===== config.mk =====
export PLATFORM = sky130hd
export DESIGN_NAME = sum_requester
export DESIGN_NICKNAME = d
export VERILOG_FILES = /design/src/rtl/sum_req_pkg.sv /design/src/rtl/sum_req_out_slot.sv /design/src/rtl/sum_requester.sv
export SDC_FILE = /design/constraint.sdc
export NUM_CORES = 1
export LEC_CHECK = 0
export ABC_AREA = 1
export BUFFER_PORTS_ARGS = -buffer_cell sky130_fd_sc_hd__buf_2
export CAP_MARGIN = 20
export CORE_MARGIN = 2
export CORE_UTILIZATION = 48
export CTS_CLUSTER_SIZE = 25
export DETAILED_ROUTE_END_ITERATION = 6
export HOLD_SLACK_MARGIN = 0.06
export PLACE_DENSITY = 0.87
export SYNTH_ARGS = -nofsm -noshare
export SYNTH_HDL_FRONTEND = slang
export SYNTH_SLANG_ARGS = --single-unit

===== constraint.sdc =====
create_clock -name clk -period 1.5 [get_ports clk]
set_input_delay 0.075 -clock clk [delete_from_list [all_inputs] [get_ports clk]]
set_output_delay 0.075 -clock clk [all_outputs]
set_load 0.005 [all_outputs]

===== src/rtl/sum_req_pkg.sv =====
// Shared types and default sizes for the sum-unit requester.
// Latency: n/a (declarations only).
// Backpressure: n/a.
package sum_req_pkg;

  localparam int W_DEF       = 10;  // operand/result width
  localparam int TIMEOUT_DEF = 4;   // WAIT edges without valid before timeout
  localparam int CNT_W_DEF   = 16;  // completed-transaction counter width

  typedef enum logic [1:0] {
    IDLE  = 2'd0,
    ISSUE = 2'd1,
    WAIT  = 2'd2
  } state_t;

endpackage


===== src/rtl/sum_req_out_slot.sv =====
// Single-entry result register with valid/ready handoff and handoff counter.
// Latency: load visible on res_* the cycle after the load edge.
// Backpressure: holds the result while res_ready is low; never overwritten.
// Ports: load/load_sum/load_err write the slot; res_valid/res_ready handshake
//        with the consumer; txn_cnt counts handoffs and wraps.
module sum_req_out_slot #(
  parameter int W     = 10,
  parameter int CNT_W = 16
) (
  input  logic             clk,
  input  logic             rst_n,
  input  logic             load,
  input  logic [W-1:0]     load_sum,
  input  logic             load_err,
  input  logic             res_ready,
  output logic             res_valid,
  output logic [W-1:0]     res_sum,
  output logic             res_err,
  output logic [CNT_W-1:0] txn_cnt
);

  logic handoff;
  assign handoff = res_valid && res_ready;

  always_ff @(posedge clk or negedge rst_n) begin
    if (!rst_n) begin
      res_valid <= 1'b0;
      res_sum   <= '0;
      res_err   <= 1'b0;
      txn_cnt   <= '0;
    end else begin
      // The requester only loads after accepting a new pair, which itself
      // needs an empty or draining slot, so a load never clobbers a result.
      if (load) begin
        res_valid <= 1'b1;
        res_sum   <= load_sum;
        res_err   <= load_err;
      end else if (handoff) begin
        res_valid <= 1'b0;
      end
      if (handoff) begin
        txn_cnt <= txn_cnt + 1'b1;
      end
    end
  end

endmodule


===== src/rtl/sum_requester.sv =====
// Issues operand pairs to a registered sum unit and returns result or timeout.
// Latency: accept to res_valid 2 cycles; issue interval 3 cycles.
// Backpressure: in_ready drops while busy or while an untaken result is held.
// Ports: in_* upstream ready/valid operands; start/a/b/y/valid to the sum unit;
//        res_* result port; err_spurious sticky stray-valid flag; txn_cnt.
module sum_requester
  import sum_req_pkg::*;
#(
  parameter int W       = W_DEF,
  parameter int TIMEOUT = TIMEOUT_DEF,
  parameter int CNT_W   = CNT_W_DEF
) (
  input  logic             clk,
  input  logic             rst_n,
  input  logic             in_valid,
  output logic             in_ready,
  input  logic [W-1:0]     in_a,
  input  logic [W-1:0]     in_b,
  output logic             start,
  output logic [W-1:0]     a,
  output logic [W-1:0]     b,
  input  logic [W-1:0]     y,
  input  logic             valid,
  output logic             res_valid,
  input  logic             res_ready,
  output logic [W-1:0]     res_sum,
  output logic             res_err,
  output logic             err_spurious,
  output logic [CNT_W-1:0] txn_cnt
);

  localparam int WC_W = (TIMEOUT > 2) ? $clog2(TIMEOUT) : 1;
  localparam logic [WC_W-1:0] WC_LAST = WC_W'(TIMEOUT - 1);

  state_t          state, state_nxt;
  logic [WC_W-1:0] wcnt, wcnt_nxt;
  logic [W-1:0]    a_nxt, b_nxt;
  logic            start_nxt, spur_nxt;
  logic            load, load_err;
  logic [W-1:0]    load_sum;

  assign in_ready = (state == IDLE) && (!res_valid || res_ready);

  always_ff @(posedge clk or negedge rst_n) begin
    if (!rst_n) begin
      state        <= IDLE;
      wcnt         <= '0;
      start        <= 1'b0;
      a            <= '0;
      b            <= '0;
      err_spurious <= 1'b0;
    end else begin
      state        <= state_nxt;
      wcnt         <= wcnt_nxt;
      start        <= start_nxt;
      a            <= a_nxt;
      b            <= b_nxt;
      err_spurious <= spur_nxt;
    end
  end

  always_comb begin
    state_nxt = state;
    wcnt_nxt  = wcnt;
    start_nxt = 1'b0;
    a_nxt     = a;
    b_nxt     = b;
    spur_nxt  = err_spurious;
    load      = 1'b0;
    load_sum  = '0;
    load_err  = 1'b0;
    case (state)
      IDLE: begin
        // A valid here is either unsolicited or arrived after a timeout.
        if (valid) spur_nxt = 1'b1;
        if (in_valid && in_ready) begin
          a_nxt     = in_a;
          b_nxt     = in_b;
          start_nxt = 1'b1;
          state_nxt = ISSUE;
        end
      end
      ISSUE: begin
        if (valid) spur_nxt = 1'b1;
        wcnt_nxt  = '0;
        state_nxt = WAIT;
      end
      WAIT: begin
        if (valid) begin
          load      = 1'b1;
          load_sum  = y;
          state_nxt = IDLE;
        end else if (wcnt == WC_LAST) begin
          // TIMEOUT consecutive WAIT edges without a response.
          load      = 1'b1;
          load_err  = 1'b1;
          state_nxt = IDLE;
        end else begin
          wcnt_nxt = wcnt + 1'b1;
        end
      end
      default: state_nxt = IDLE;
    endcase
  end

  sum_req_out_slot #(
    .W     (W),
    .CNT_W (CNT_W)
  ) u_slot (
    .clk       (clk),
    .rst_n     (rst_n),
    .load      (load),
    .load_sum  (load_sum),
    .load_err  (load_err),
    .res_ready (res_ready),
    .res_valid (res_valid),
    .res_sum   (res_sum),
    .res_err   (res_err),
    .txn_cnt   (txn_cnt)
  );

endmodule


## Word level (Yosys, flattened, before mapping)

Cells that the tools add are included.

| storage, ports and cells | value |
|---|---|
| register bits | 54 |
| input bits | 35 |
| logic and storage cells | 50 |
| output and inout port bits | 51 |

| operators by class | value |
|---|---|
| equal/unequal tests | 7 |
| add/sub/neg operators | 2 |
| reduce and logical (&&, ||, !) cells | 13 |
| multiplexer cells | 18 |

Operator list:

| cell | count |
|---|---|
| 10-bit 2-to-1 mux | 2 |
| 16-bit by 1-bit adder with 16-bit output, second input constant | 1 |
| 2-bit 2-to-1 mux | 5 |
| 1-bit 2-to-1 mux | 9 |
| 2-bit one-hot mux with 3 select lines | 1 |
| 2-bit AND reduction | 3 |
| 2-bit equality test, second input constant | 2 |
| 2-bit inequality test, second input constant | 2 |
| 2-bit one-hot mux with 2 select lines | 1 |
| 2-bit nonzero test | 2 |
| 1-bit logical AND | 3 |
| 3-bit inequality test, second input constant | 1 |
| 3-bit AND reduction | 1 |
| 2-bit by 1-bit adder with 2-bit output, second input constant | 1 |
| 2-bit by 1-bit equality test with 1-bit output, second input constant | 1 |
| 2-bit logical NOT | 1 |
| 2-bit by 1-bit inequality test with 1-bit output, second input constant | 1 |
| 2-bit OR reduction | 1 |
| 1-bit logical NOT | 1 |
| 1-bit logical OR | 1 |

## Logic depth before layout (Yosys ltp)

Gate-level depths: netlist of run 1.

| depth | value |
|---|---|
| depth after elaboration | 6 |
| mapped depth | 8 |
| depth with buffers taken out | 8 |

## Cells and area by module

Synthesis of run 1 repeated with hierarchy kept, for this count alone.

| unflattened totals | value |
|---|---|
| cells, all modules | 303 |
| area total of the unflattened synthesis | 2581.2 sq um |

Modules (own cells, without submodules):

| module | cells each | area each (sq um) | sequential area each (sq um) | instances |
|---|---|---|---|---|
| sum_req_out_slot | 160 | 1358.8 | 700.7 | 1 |
| sum_requester | 143 | 1222.4 | 650.6 | 1 |

## Worst setup path before layout of run 1

OpenSTA, ideal clock, no wires.

| timing path | value |
|---|---|
| path type | register to register |
| from | register u_slot.txn_cnt[0] |
| to | register u_slot.txn_cnt[10] |
| period minus slack after synthesis | 1215 ps |
| library setup time | 118 ps |
| setup slack | 285 ps |
| buffers on the path | 0 |
| arrival time | 1097 ps |
| cell stages (with the launch flop) | 8 |
| path through | dfrtp_1 ha_1 nand2_1 nor2_1 nand2_1 nor2_2 xor2_1 inv_1 |

| on the way | value |
|---|---|
| longest elaborated chain between the ends | 1 |

Ends and longest elaborated chain:

| element | RTL line | RTL |
|---|---|---|
| from (decl) | sum_req_out_slot.sv:19 | `output logic [CNT_W-1:0] txn_cnt` |
| from (signal assigned) | sum_req_out_slot.sv:42 | `txn_cnt <= txn_cnt + 1'b1;` |
| 16-bit by 1-bit adder with 16-bit output | sum_req_out_slot.sv:42 |  |

Every way passes these cells.
A chain may end at the register's enable or synchronous reset.

## Worst setup path in the final report of run 1

| timing path | value |
|---|---|
| from | register u_slot.res_valid |
| to | register a[3] |

| on the way | value |
|---|---|
| longest elaborated chain between the ends | 5 |

Ends and longest elaborated chain:

| element | RTL line | RTL |
|---|---|---|
| from (decl) | sum_req_out_slot.sv:16 | `output logic res_valid,` |
| from (signal assigned) | sum_req_out_slot.sv:27 | `res_valid <= 1'b0;` |
| from (signal assigned) | sum_req_out_slot.sv:35 | `res_valid <= 1'b1;` |
| from (signal assigned) | sum_req_out_slot.sv:39 | `res_valid <= 1'b0;` |
| 1-bit logical NOT | sum_requester.sv:42 | `assign in_ready = (state == IDLE) && (!res_valid \|\| res_ready);` |
| 1-bit logical OR | sum_requester.sv:42 |  |
| 1-bit logical AND | sum_requester.sv:42 |  |
| 1-bit logical AND | sum_requester.sv:76 | `if (in_valid && in_ready) begin` |
| 2-bit AND reduction (no line) | n/a |  |
| to (signal assigned) | sum_requester.sv:56 | `a <= a_nxt;` |
| to (decl) | sum_requester.sv:20 | `output logic [W-1:0] a,` |

Every way passes these cells.

==> flow_metrics.tcl, run 1 <==
set metrics [dict create \
    status "finished clean" \
    finalHoldViolCount 0 \
    antenna_found_initial 0 \
    area_growth_syn_to_layout_pct 40.51 \
    num-fill-cells 360 \
    cts.path.max_buffers 2 \
    finalMaxSlewViolations 0 \
    clkTransAtPathRegs_ns 0.10 \
    skew_ns 0.005594 \
    wl_per_cell_um 12.17 \
    worstPathCellList "inv_1 > nor2_1 > nor3_2 > nand2_1 > inv_2 > nand2_1 > nand2_1" \
    initial_core_util_pct 49.23 \
    synth_seq_area_share_pct 58.89 \
    syn_inst 266 \
    rows 25 \
    post_synth_num_cell_types 21 \
    seq_area_mm2 0.001351 \
    synth-seq-cells 54 \
    synth.yosys.warnings 0 \
    num-nets-final 425 \
    max_cap_violations 0 \
    report.final.setup_viol 0 \
    drcViolationCount 0 \
    dp.cells 402 \
    die-area_mm2 0.005349 \
    clk_latency_ns 0.30 \
    cp-start-kind "flop" \
    io_buffers 85 \
    postCtsHoldBufs 33 \
    final_core_util_pct 69.18 \
    max-vdd-ir-drop_mv 1.054 \
    tns_ns 0 \
    via_per_inst 4.722 \
    synth_area_per_cell_um2 8.627 \
    cts_root_buf "clkbuf_8" \
    post_cts_resized 0 \
    layout-drive-gt1-share_pct 26.74 \
    power_per_cell_area_mw_per_mm2 1522 \
    io_pins 86 \
    drtAntennaViolNets 0 \
    syn-cell-area_mm2 0.002295 \
    slowest_delay_ns 0.42 \
    gp_congestion 0.7838 \
    cp_data_arrival_time_ns 1.62 \
    die_h_um 73.14 \
    totalWireLength_mm 5.392 \
    grt_pass1_wl_mm 8.659 \
    worstMarginPinSlew_ns 0.3413 \
    cts_setup_buffers 0 \
    dp.final_hpwl_mm 3.317 \
    h-tree-depth 2 \
    period_needed_ns 1.374 \
    rsz0062_at_grt "false" \
    crit_type "flop to flop" \
    cp_max_fo 21 \
    grt_max_degree 55 \
    cts_tree "done" \
    multiInputGateArea_um2 812.0 \
    route.vias.total 2092 \
    max_slew_margin_pct 77.22 \
    die_w_um 73.14 \
    layout_commonest_cell "nand2_1" \
    clock.fmax_mhz 727.9 \
    overflow 0 \
    cts_sinks 54 \
    layout_common_cells "nand2_1 (131), buf_2 (85), dfrtp_1 (54), dlygate4sd3_1 (33), inv_1 (24)" \
    track_usage_pct 20.98 \
    first_pass_iters 4 \
    core_area_mm2 0.004661 \
    leakage_nw 1.857 \
    grt_pass1_vias 1941 \
    final.period_utilization_pct 91.59 \
    cp-end-kind "flop" \
    drtIter0Drc 156 \
    cpMostUsedCell "nand2_1" \
    hp-class "input pin to flop" \
    cp.required_ns 1.75 \
    cp_slowest_cell "dfrtp_1" \
    numCtsBuffers 5 \
    synth_nets 303 \
    instances_no_fill 443 \
    antennaDiodeCount 0 \
]
==> registers in the layout, summed over array words and instances, names as in the netlist <==
signal,count
err_spurious,1
u_slot.txn_cnt,16
u_slot.res_sum,10
a,10
u_slot.res_err,1
u_slot.res_valid,1
state,2
b,10
wcnt,2
start,1
==> cells in the mapped netlist <==
cell      instances  area share (%)
nand2_1         131              21
dfrtp_1          54              59
inv_1            24             3.9
nor2_1           14             2.3
nand3_1           6             1.3
xnor2_1           5             1.9
xor2_1            5             1.9
nand4_1           4             1.1
nor2_2            4             1.1
buf_2             3            0.65
buf_4             3            0.98
a21oi_1           2            0.44
ha_1              2             1.1
o21ai_0           2            0.44
a21o_1            1            0.33
inv_2             1            0.16
nand2_2           1            0.27
nand3b_1          1            0.33
nor3_2            1            0.44
nor3_4            1            0.71
o21bai_1          1            0.33
==> stage by stage <==
| step | setup WS, ns | power, mW | hold slack, ns | cell area [um^2] |
|---|---|---|---|---|
| 2_1_floorplan | 0.2851 | 3.140 | -0.2206 | 2295 |
| 3_5_place_dp | 0.2002 | 3.873 | 0.09194 | 2785 |
| 6_report | 0.1261 | 4.909 | 0.2036 | 3224 |
| 3_3_place_gp | 0.2263 | 3.814 | 0.08794 | 2785 |
| 5_1_grt | 0.001004 | 5.266 | 0.2093 | 3224 |
| 4_1_cts | 0.1760 | 4.899 | 0.1968 | 3224 |
==> routing by layer <==
metal,global-route usage (%),part of all wire [%],vias up,wire length (um)
met1,27.82,45,953,2445
met5,0,0,-,0
met4,5.350,0.78,0,42
li1,-,-,1045,-
met2,33.93,46,86,2465
met3,6.077,8.1,8,438
==> report_power, final <==
group          total (mW)  switching [mW]  internal [mW]  leakage (nW)
logic                1.64           0.892          0.745          1.13
clock network       0.953           0.461          0.492        0.0579
registers            2.32           0.344           1.97         0.672
==> area by class of cell <==
type	instances	share of cell area, %
clock inverter	3	1.242
inverter	25	2.910
sequential	54	41.91
tap	54	2.095
clock buffer	5	2.134
timing repair buffer	121	24.52
multi-input combinational	181	25.18
==> kinds of logic (layout without fill, tap and decap cells) <==
kind of cell / Yosys count / count (layout) / synth area share [%]
AND/OR/NAND/NOR: 163 / 163 / 28.95
AO/OA/AOI/OAI: 6 / 6 / 1.527
XOR/XNOR: 10 / 10 / 3.817
adder cells (fa/ha/maj): 2 / 2 / 1.090
buffers and inverters: 31 / 154 / 5.725
flip-flops: 54 / 54 / 58.89
==> worst paths after layout <==
check | cells after the start | slack, ns | endpoint | start
setup / recovery | 7 | 0.13 | a[3] | u_slot.res_valid
hold / removal | 4 | 0.20 | state[0] | in_valid
setup reg to reg | 7 | 0.13 | a[3] | u_slot.res_valid
hold reg to reg | 1 | 0.46 | err_spurious | err_spurious
max in group asynchronous | 3 | 0.97 | u_slot.res_err | rst_n
min in group asynchronous | 3 | 0.30 | b[8] | rst_n
==> critical path, delay by kind of cell (launching register included) <==
kind,cells,cell delay (ns)
buffers and inverters,2,0.36
DFF,1,0.42
and+or+nand+nor,5,0.53
Note: power is estimated with default switching activity, not from simulation.
==> inputs of run 2 (changes only) <==
--- a/config.mk
+++ b/config.mk
@@ -14,6 +14,7 @@
 export DETAILED_ROUTE_END_ITERATION = 6
 export HOLD_SLACK_MARGIN = 0.06
 export PLACE_DENSITY = 0.87
+export REMOVE_ABC_BUFFERS = 1
 export SYNTH_ARGS = -nofsm -noshare
 export SYNTH_HDL_FRONTEND = slang
 export SYNTH_SLANG_ARGS = --single-unit
==> run 2 against run 1 <==
Effect of this change: flip-flop and latch count unchanged; utilization grew 0.13 points; design area increased by 0.19%; power is 1.7% lower; clock skew down 0.0020 ns; critical endpoint is now b[5]; largest cell class unchanged; highest routed layer unchanged.
==> flow_metrics.tcl, run 2 (same netlist as run 1, synthesis figures left out) <==
set metrics [dict create \
    status "finished clean" \
    gp_congestion 0.8118 \
    rsz0062_at_grt "false" \
    die-area_mm2 0.005349 \
    layout_commonest_cell "nand2_1" \
    pwr-share-clk_pct 18.1 \
    via_per_inst 4.784 \
    cts_sinks 54 \
    clock.fmax_mhz 740.8 \
    totalWireLength_mm 5.534 \
    rows 25 \
    max_slew_margin_pct 77.33 \
    layout_common_cells "nand2_1 (131), buf_2 (85), dfrtp_1 (54), dlygate4sd3_1 (34), inv_1 (24)" \
    clkTransAtPathRegs_ns 0.09 \
    slowest_delay_ns 0.41 \
    skew_ns 0.003638 \
    final.period_utilization_pct 89.99 \
    cts_root_buf "clkbuf_8" \
    die_h_um 73.14 \
    post_cts_resized 0 \
    p_int_mw 3.135 \
    cp-start-kind "flop" \
    io_buffers 85 \
    crit_type "flop to flop" \
    pwr-share-comb_pct 33.8 \
    grt_pass1_wl_mm 8.804 \
    worstPathCellList "inv_1 > nor2_1 > nor3_2 > nand2_1 > inv_2 > nand2_1 > nand2_1" \
    initial_core_util_pct 49.23 \
    numCtsBuffers 5 \
    io_pins 86 \
    drtIter0Drc 90 \
    postCtsHoldBufs 34 \
    cp_data_arrival_time_ns 1.59 \
    hp-class "input pin to asynchronous set/reset pin" \
    drtAntennaViolNets 0 \
    num-nets-final 426 \
    period_needed_ns 1.350 \
    power_per_cell_area_mw_per_mm2 1494 \
    crit_family "simple AND/OR/NAND/NOR gates" \
    overflow 0 \
    max_cap_violations 0 \
    cts_setup_buffers 0 \
    largest_reg_flops 16 \
    dp.final_hpwl_mm 3.434 \
    drcViolationCount 0 \
    antennaDiodeCount 0 \
    cp_max_fo 21 \
    switchingPower_mw 1.691 \
    finalMaxSlewViolations 0 \
    regMostFlops "u_slot.txn_cnt" \
    cp_slowest_cell "dfrtp_1" \
    die_w_um 73.14 \
    first_pass_iters 4 \
    antenna_found_initial 0 \
    p_seq_share_pct 48.1 \
    cpMostUsedCell "nand2_1" \
    core_area_mm2 0.004661 \
    area_growth_syn_to_layout_pct 40.79 \
    worstMarginPinSlew_ns 0.3396 \
    max-vdd-ir-drop_mv 0.7756 \
    clk_latency_ns 0.30 \
    wl_per_cell_um 12.46 \
    cp-end-kind "flop" \
    h-tree-depth 2 \
    cts_tree "done" \
    grt_pass1_vias 2012 \
    tns_ns 0 \
    report.final.setup_viol 0 \
    leakage_nw 1.859 \
    route.vias.total 2124 \
    layout-drive-gt1-share_pct 26.67 \
    sw_frac_of_total_pct 35.04 \
    track_usage_pct 21.47 \
    grt_max_degree 55 \
    final_core_util_pct 69.32 \
    finalHoldViolCount 0 \
    cts.path.max_buffers 2 \
    worst-path-buf-inv 2 \
    cp.required_ns 1.74 \
]
==> run 2: path summary, 6_finish.rpt <==
path,slack (ns),depth (start not counted),to,from
min in group clk,0.46,1,err_spurious,err_spurious
worst min-delay path,0.29,3,u_slot.txn_cnt[12],rst_n
worst max register to register,0.15,7,b[5],u_slot.res_valid
worst max-delay path,0.15,7,b[5],u_slot.res_valid
worst min register to register,0.46,1,err_spurious,err_spurious
max in group asynchronous,0.98,3,a[0],rst_n
==> run 2: worst register-to-register path, stage by stage (launching register included) <==
cell	delay, ns
dfrtp_1	0.41
inv_1	0.07
nor2_1	0.04
nor3_2	0.14
nand2_1	0.14
inv_2	0.28
nand2_1	0.13
nand2_1	0.08
==> run 2: area by class of cell <==
cell class              instances  area (um^2)
multi-input cells             181        812.0
well taps                      54        67.56
clock inverters                 1        8.758
repair buffers                122        800.8
fillers                       354         1430
inverters                      25        93.84
clock buffers                   7        96.34
flip-flops and latches         54         1351
==> run 2: layer usage <==
metal / part of all wire [%] / track usage [%]
met3: 5.8 / 4.558
met4: 1.8 / 6.790
met5: 0 / 0
met1: 41 / 24.70
met2: 52 / 39.44
==> run 2: through the flow <==
step           hold WS [ns]  area (um^2)  power (mW)  setup slack, ns  cells
6_report             0.2874         3231       4.826           0.1501    444
5_1_grt              0.3322         3231       5.198          0.01505    444
4_1_cts              0.2952         3231       4.846           0.1758    444
3_5_place_dp        0.09260         2785       3.865           0.1917    402
3_3_place_gp        0.09182         2785       3.793           0.2144    402
2_1_floorplan       -0.2206         2257       3.080        0.0004443    260
==> run 2: power groups by stage <==
stage | combinational, mW | clock [mW] | sequential, mW
floorplan | 0.735 | 0 | 2.34
global placement | 1.49 | 0 | 2.31
detailed placement | 1.56 | 0 | 2.31
CTS | 1.63 | 0.916 | 2.30
global route | 1.84 | 0.967 | 2.39
finish | 1.63 | 0.875 | 2.32
